[config.mk]
export PLATFORM = sky130hd
export DESIGN_NAME = enc_pos_ctrl
export DESIGN_NICKNAME = d
export VERILOG_FILES = /design/src/rtl/enc_pos_ctrl.sv
export SDC_FILE = /design/constraint.sdc
export NUM_CORES = 1
export LEC_CHECK = 0
export CORE_AREA = 2 2 83 85
export CTS_CLUSTER_DIAMETER = 60
export DETAILED_ROUTE_END_ITERATION = 6
export DIE_AREA = 0 0 85 87
export PLACE_DENSITY = 0.5
export SYNTH_ARGS = -nofsm -noshare
export SYNTH_HDL_FRONTEND = slang
export SYNTH_SLANG_ARGS = --single-unit
[constraint.sdc]
create_clock -name clk -period 6.5 [get_ports clk]
set_clock_uncertainty 0.1 [all_clocks]
set_input_delay 0.975 -clock clk [delete_from_list [all_inputs] [get_ports clk]]
set_output_delay 0.975 -clock clk [all_outputs]
set_load 0.02 [all_outputs]
[src/rtl/enc_pos_ctrl.sv]
// enc_pos_ctrl: encoder step position register with a debounced mode key.
// Define ENC_POS_WRAP_EN to wrap modulo POS_MAX+1 instead of saturating.
module enc_pos_ctrl #(
  parameter int WIDTH       = 8,
  parameter int POS_MAX     = 200,
  parameter int DB_LEN      = 16,
  parameter int COARSE_STEP = 4
) (
  input  logic             clk,
  input  logic             rst,
  input  logic             cnt,
  input  logic             dir,
  input  logic             sw,
  input  logic             clr,
  input  logic             ld_req,
  input  logic [WIDTH-1:0] ld_val,
  output logic             ld_ack,
  output logic [WIDTH-1:0] pos,
  output logic             mode,
  output logic             changed,
  output logic             at_lim
);

  localparam int DBW = $clog2(DB_LEN);
  localparam logic [WIDTH:0] PMAX  = (WIDTH+1)'(POS_MAX);
  localparam logic [WIDTH:0] CSTEP = (WIDTH+1)'(COARSE_STEP);
  localparam logic [DBW-1:0] DB_LAST = DBW'(DB_LEN - 1);
`ifdef ENC_POS_WRAP_EN
  localparam logic [WIDTH:0] MODV = PMAX + 1'b1;
`endif

  typedef enum logic [1:0] {
    IDLE,
    PRESS_WAIT,
    HELD,
    REL_WAIT
  } db_st_t;

  db_st_t         st, st_nxt;
  logic           sw_s1, sw_s2;
  logic [DBW-1:0] db_cnt, db_cnt_nxt;
  logic           tgl;
  logic           ld_arm;
  logic           do_ld;
  logic [WIDTH:0] cur, step, sum, dif, mv, nxt;

  // two-flop synchronizer for the raw key
  always_ff @(posedge clk) begin
    if (rst) begin
      sw_s1 <= 1'b0;
      sw_s2 <= 1'b0;
    end else begin
      sw_s1 <= sw;
      sw_s2 <= sw_s1;
    end
  end

  // debounce state and stability counter
  always_ff @(posedge clk) begin
    if (rst) begin
      st     <= IDLE;
      db_cnt <= '0;
    end else begin
      st     <= st_nxt;
      db_cnt <= db_cnt_nxt;
    end
  end

  // debounce next state; toggle only on a confirmed press
  always_comb begin
    st_nxt     = st;
    db_cnt_nxt = '0;
    tgl        = 1'b0;
    unique case (st)
      IDLE: begin
        if (sw_s2) st_nxt = PRESS_WAIT;
      end
      PRESS_WAIT: begin
        if (!sw_s2) begin
          st_nxt = IDLE;
        end else if (db_cnt == DB_LAST) begin
          st_nxt = HELD;
          tgl    = 1'b1;
        end else begin
          db_cnt_nxt = db_cnt + 1'b1;
        end
      end
      HELD: begin
        if (!sw_s2) st_nxt = REL_WAIT;
      end
      REL_WAIT: begin
        if (sw_s2) begin
          st_nxt = HELD;
        end else if (db_cnt == DB_LAST) begin
          st_nxt = IDLE;
        end else begin
          db_cnt_nxt = db_cnt + 1'b1;
        end
      end
      default: st_nxt = IDLE;
    endcase
  end

  // next position: clr beats load beats step
  always_comb begin
    cur  = {1'b0, pos};
    step = mode ? CSTEP : (WIDTH+1)'(1);
    sum  = cur + step;
    dif  = cur - step;
`ifdef ENC_POS_WRAP_EN
    if (dir) mv = (sum > PMAX) ? sum - MODV : sum;
    else     mv = (cur < step) ? dif + MODV : dif;
`else
    if (dir) mv = (sum > PMAX) ? PMAX : sum;
    else     mv = (cur < step) ? '0 : dif;
`endif
    do_ld = ld_req && ld_arm && !ld_ack && !clr;
    nxt   = cur;
    if (clr) begin
      nxt = '0;
    end else if (do_ld) begin
      nxt = ({1'b0, ld_val} > PMAX) ? PMAX : {1'b0, ld_val};
    end else if (cnt) begin
      nxt = mv;
    end
  end

  // position, mode, change pulse and load handshake
  always_ff @(posedge clk) begin
    if (rst) begin
      pos     <= '0;
      mode    <= 1'b0;
      changed <= 1'b0;
      ld_ack  <= 1'b0;
      ld_arm  <= 1'b1;
    end else begin
      pos     <= nxt[WIDTH-1:0];
      mode    <= mode ^ tgl;
      changed <= (nxt != cur);
      ld_ack  <= do_ld;
      if (!ld_req)    ld_arm <= 1'b1;
      else if (do_ld) ld_arm <= 1'b0;
    end
  end

`ifdef ENC_POS_WRAP_EN
  assign at_lim = 1'b0;
`else
  assign at_lim = (cur == '0) || (cur == PMAX);
`endif

endmodule

-- Word level (Yosys, flattened, before mapping)
Index checks and enable logic that the tools add are counted.
W data, S select, Z words.
- $add $sub $neg: 3
- magnitude comparators: 3
- equal/unequal tests: 10
- multiplexer cells: 22
- bitwise operators: 2
- reductions and logical operators: 10
- operator list (cell ; number):
    $mux W9 ; 6
    $mux W2 ; 6
    $mux W4 ; 3
    $add A8 B3 Y9 ; 1
    $gt A9 B8 Y1 const B ; 1
    $logic_not A9 Y1 ; 1
    $ne A9 B8 Y1 ; 1
    $sub A8 B3 Y9 ; 1
    $eq A8 B8 Y1 const B ; 1
    $gt A8 B8 Y1 const B ; 1
    $lt A8 B3 Y1 ; 1
    $mux W8 ; 1
    $pmux W2 S4 ; 1
    $pmux W4 S2 ; 1
    $ne A3 B3 Y1 const B ; 2
    $add A4 B1 Y4 const B ; 1
    $eq A2 B2 Y1 const B ; 2
    $eq A4 B4 Y1 const B ; 1
    $ne A2 B2 Y1 const B ; 2
    $reduce_and A4 Y1 ; 1
    $logic_and A1 B1 Y1 ; 3
    $mux W1 ; 3
    $mux W3 ; 1
    $eq A2 B1 Y1 const B ; 1
    6 further kinds ; 7
- register bits after elaboration: 20
- output and inout port bits: 12
- word-level logic and storage cells: 59

-- Depth between registers and ports, before layout
- word-level depth: 9
- depth in mapped cells: 11
- gate-level depth less buffers: 11

-- Worst setup path before layout
Ideal clock, no wire load.
- path type: register -> register
- start point: register mode
- end point: register pos[4]
- setup time: 0.114 ns
- arrival: 2.633 ns
- data required time: 6.286 ns
- setup slack: 3.652 ns
- cell stages (with the launch flop): 12
- path through: dfxtp_1 -> inv_1 -> ha_1 -> ha_1 -> nor2b_1 -> o21ai_1 -> o32ai_1 -> o221ai_1 -> nand2_1 -> a211oi_1 -> a21oi_1 -> a2111oi_0
- word-level cells in the longest chain between the ends: 8
- elaborated cells on any way between the ends: 11
- classes of those cells: add/sub: 2; order compare: 2; mux: 7
- RTL lines (what ; RTL line ; RTL):
    start: declaration ; 19 ; output logic mode,
    start signal: assignment ; 138 ; mode <= mode ^ tgl;
    $mux W3 * ; 107 ; step = mode ? CSTEP : (WIDTH+1)'(1);
    $add A8 B3 Y9 ; 108 ; sum = cur + step;
    $gt A9 B8 Y1 ; 114 ; if (dir) mv = (sum > PMAX) ? PMAX : sum;
    $mux W9 ; 114 ;
    $mux W9 * ; 114 ;
    $mux W9 * ; 123 ; end else if (cnt) begin
    $mux W9 * ; 121 ; end else if (do_ld) begin
    $mux W9 * ; 119 ; if (clr) begin
    end signal: assignment ; 137 ; pos <= nxt[WIDTH-1:0];
    end: declaration ; 18 ; output logic [WIDTH-1:0] pos,
Mark *: on every way between the ends. The rest lies on a longest branch, timed or not.
A chain may end at the register's enable or synchronous reset.

-- Worst setup path in the final report
- start point: input ld_req
- end point: register changed
- word-level cells in the longest chain between the ends: 6
- RTL lines (what ; RTL line ; RTL):
    start: declaration ; 15 ; input logic ld_req,
    $logic_and A1 B1 Y1 (3 in series) ; 117 ; do_ld = ld_req && ld_arm && !ld_ack && !clr;
    $mux W9 ; 121 ;
    $mux W9 ; 119 ;
    $ne A9 B8 Y1 ; 139 ; changed <= (nxt != cur);
    end signal: assignment ; 139 ;
    end: declaration ; 20 ; output logic changed,
No other way between the ends.

==> metrics.md <==
| Metric | Value |
|---|---|
| Routed Antenna Nets | 0 |
| CTS resizes | 0 |
| Number of synthesis warnings | 0 |
| Die Width | approximately 85 µm |
| Area Growth Syn to Fin | 19.1% |
| RD Place Congestion | 0.919 |
| Crit path max-delay family | simple AND/OR/NAND/NOR gates |
| Worst skew pair latency | 0.26 ns |
| Critical-path top delay cell | nor2_1 |
| Commonest non-fill, non-tap cell in the layout | a21oi_1 |
| CTS Sinks | 20 |
| WP buf/inv | 1 |
| Pwr dens | 174 nW/µm² |
| Syn_nets | 284 |
| Seq pwr share | 35.6% |
| Clk root buf | clkbuf_8 |
| Die Area | 7400 µm² |
| Grt ovf | 0 |
| CTS H-tree lvls | 1 |
| DP HPWL | 4280 µm |
| Hold buffers post-CTS | 0 |
| Die span in y | roughly 87 µm |
| Global Route Usage Sum | 15.9% |
| DRT Pass-1 Iters | 4 |
| CP arrival | approximately 3.8 ns |
| Pin count of the biggest net entering global routing | 23 |
| First-pass GRT wire length | 9610 µm |
| Crit. End Element | flop |
| Register area | 400 µm² |
| Final worst path period share | 57.1% |
| Static Leak | 0.770 nW |
| Worst slew pin tran | 0.982 ns |
| Slew HR | between 30 and 40% |
| PortBufs | 26 |
| Area of the multi-input gates | 1370 µm² |
| Fill count | 706 |
| Final setup viols | 0 |
| Setup WS post-layout | 2.79 ns |
| Most frequent cells in the layout | 28 x a21oi_1, 27 x nor2_1, 26 x clkdlybuf4s50_1 |
| Top_reg_cell synth | dfxtp_1 |
| Startpoint Class | input pin |
| Synth async-reset ratio | 0% |
| Total core area | 6570 µm² |
| RSZ-0062 raised after global routing | false |
| Post-synth cell types | 57 |
| DR vias | about 2000 |
| Final max-slew violation count | 0 |
| Worst path max stage delay | roughly 0.90 ns |
| Outcome | finished, final reports clean |
| Post-Place Worst Slack | 2.51 ns |
| Crit path kind | input pin to flop |
| CP max FO | 15 |
| Final setup TNS | 0 ns |
| Max frequency | 270 MHz |
| Share of total power in the clock network | 32.1% |
| Critical path cell sequence | clkdlybuf4s50_1 -> nand3b_1 -> nor2_1 -> a21oi_1 -> o311ai_0 -> a211oi_1 -> o2111ai_1 -> a311oi_1 -> a41oi_1 |
| Total power draw | 0.000389 W |
| Antenna cells | 0 |
| DR iter-0 viols | 172 |
| Hold WS | 0.347 ns |
| TritonCTS clock tree | yes |
| CTS Buffer Depth | 2 |
| Post-DR vias/cell | 5.68 |
| Final wirelength | 5740 µm |
| Comb pwr share | 32.3% |
| Layout cells sized above 1 | 4.74% |
| Cells after synthesis | ~260 |
| Peak VDD IR | 0.195 mV |
| Number of synthesized flops with an enable pin | 0 |
| Sw power | 0.000124 W |
| Netlist Area Pre-Place | 1880 µm² |
| Final hold vios | 0 |
| Vias in the first global route | just under 2000 |
| Reg clk slew, reported paths | 0.08 ns |
| CTS Buf Count | 3 |
| Switching share of power | 31.9% |
| Mapped Avg Cell Area | 7.17 µm² |
| I/O pin count | 27 |
| FP Rows | 30 |
| Final-stage net count | 297 |
| Sequential cell area fraction in the yosys report | 21.3% |
| Crit path required time | 6.58 ns |
| Worst Hold Class | flop to flop |
| Number of setup buffers added after CTS | 0 |
| Int Pwr | 0.000265 W |
| Max Cap Viol | 0 |
| Initial Util | 28.6% |
| Post-DR wirelength/cell | 16.2 µm |
| Post-synthesis register bit count | 20 |
| Post-layout min period | 3.71 ns |
| DRC | 0 |
| Initial antenna violation count | 0 |
power by group through the flow:
stage / Sequential (W) / Clock (W) / Combinational (W)
after floorplan: 0.000138 / 0 / 0.0000855
after global placement: 0.000141 / 0 / 0.000126
after detailed placement: 0.000141 / 0 / 0.000124
after CTS: 0.000138 / 0.000129 / 0.000125
after global routing: 0.000139 / 0.000132 / 0.000140
final: 0.000138 / 0.000125 / 0.000126
state kept, by name, summed over array words and instances, names as in the netlist, named ones only:
signal and cells:
changed 1, st 1, pos 8, sw_s1 1
ld_arm 1, mode 1, sw_s2 1, db_cnt 4
ld_ack 1
metal layers:
layer	up-vias	global-route usage [%]	share of wire, %
li1	1009	-	-
met1	928	21.5	47
met2	60	25.4	45
met3	12	1.71	5.0
met4	0	7.50	3.3
met5	-	0	0
cell families after synthesis:
logic type / synth area share, %
AO/OA/AOI/OAI: 33.4
XOR/XNOR: 4.20
adder cells (fa/ha/maj): 4.66
buffers and inverters: 5.53
flip-flops: 21.3
multiplexers: 1.60
AND/OR/NAND/NOR: 29.3
stage by stage:
step	std cells	instance area, µm²	utilization, %
4_1_cts	354	2240	34.0
6_report	354	2240	34.0
3_5_place_dp	350	2160	33.0
5_1_grt	354	2240	34.0
2_1_floorplan	262	1880	-
3_3_place_gp	350	2160	33.0
layout make-up:
class	count	area share (%)
repair buffers	26	11.6
flip-flops and latches	20	17.9
inverters	8	1.34
well taps	80	4.48
clock buffers	3	1.85
clock inverters	1	1.34
multi-input cells	216	61.4
worst paths after layout:
kind                from  endpoint  slack, ns  cells after the start
hold / removal     sw_s1     sw_s2       0.35                      1
setup reg to reg    mode    pos[4]       3.04                     11
setup / recovery  ld_req   changed       2.79                      9
hold reg to reg    sw_s1     sw_s2       0.35                      1
Yosys cell counts (3+ instances only):
library cell	n	share of area (%)
nand2b_1	6	2.0
nand3b_1	3	1.2
clkbuf_1	12	2.4
a311oi_1	4	1.9
ha_1	7	4.7
nor3_1	10	2.7
xnor2_1	7	3.3
buf_2	5	1.3
o21ai_0	16	4.3
nor2b_1	4	1.3
a211oi_1	5	2.0
nor3b_1	4	1.6
nand4b_1	3	1.4
a31oi_1	4	1.3
inv_1	7	1.4
and2_1	3	1.0
a21oi_1	28	7.5
nand3_1	9	2.4
or2_2	4	1.3
nor2_1	27	5.4
or4_1	3	1.2
a21o_1	4	1.6
mux2i_1	3	1.6
and3_1	4	1.3
o22ai_1	3	1.0
dfxtp_1	20	21
nand2_1	18	3.6
(Power assumes the default switching activity.)
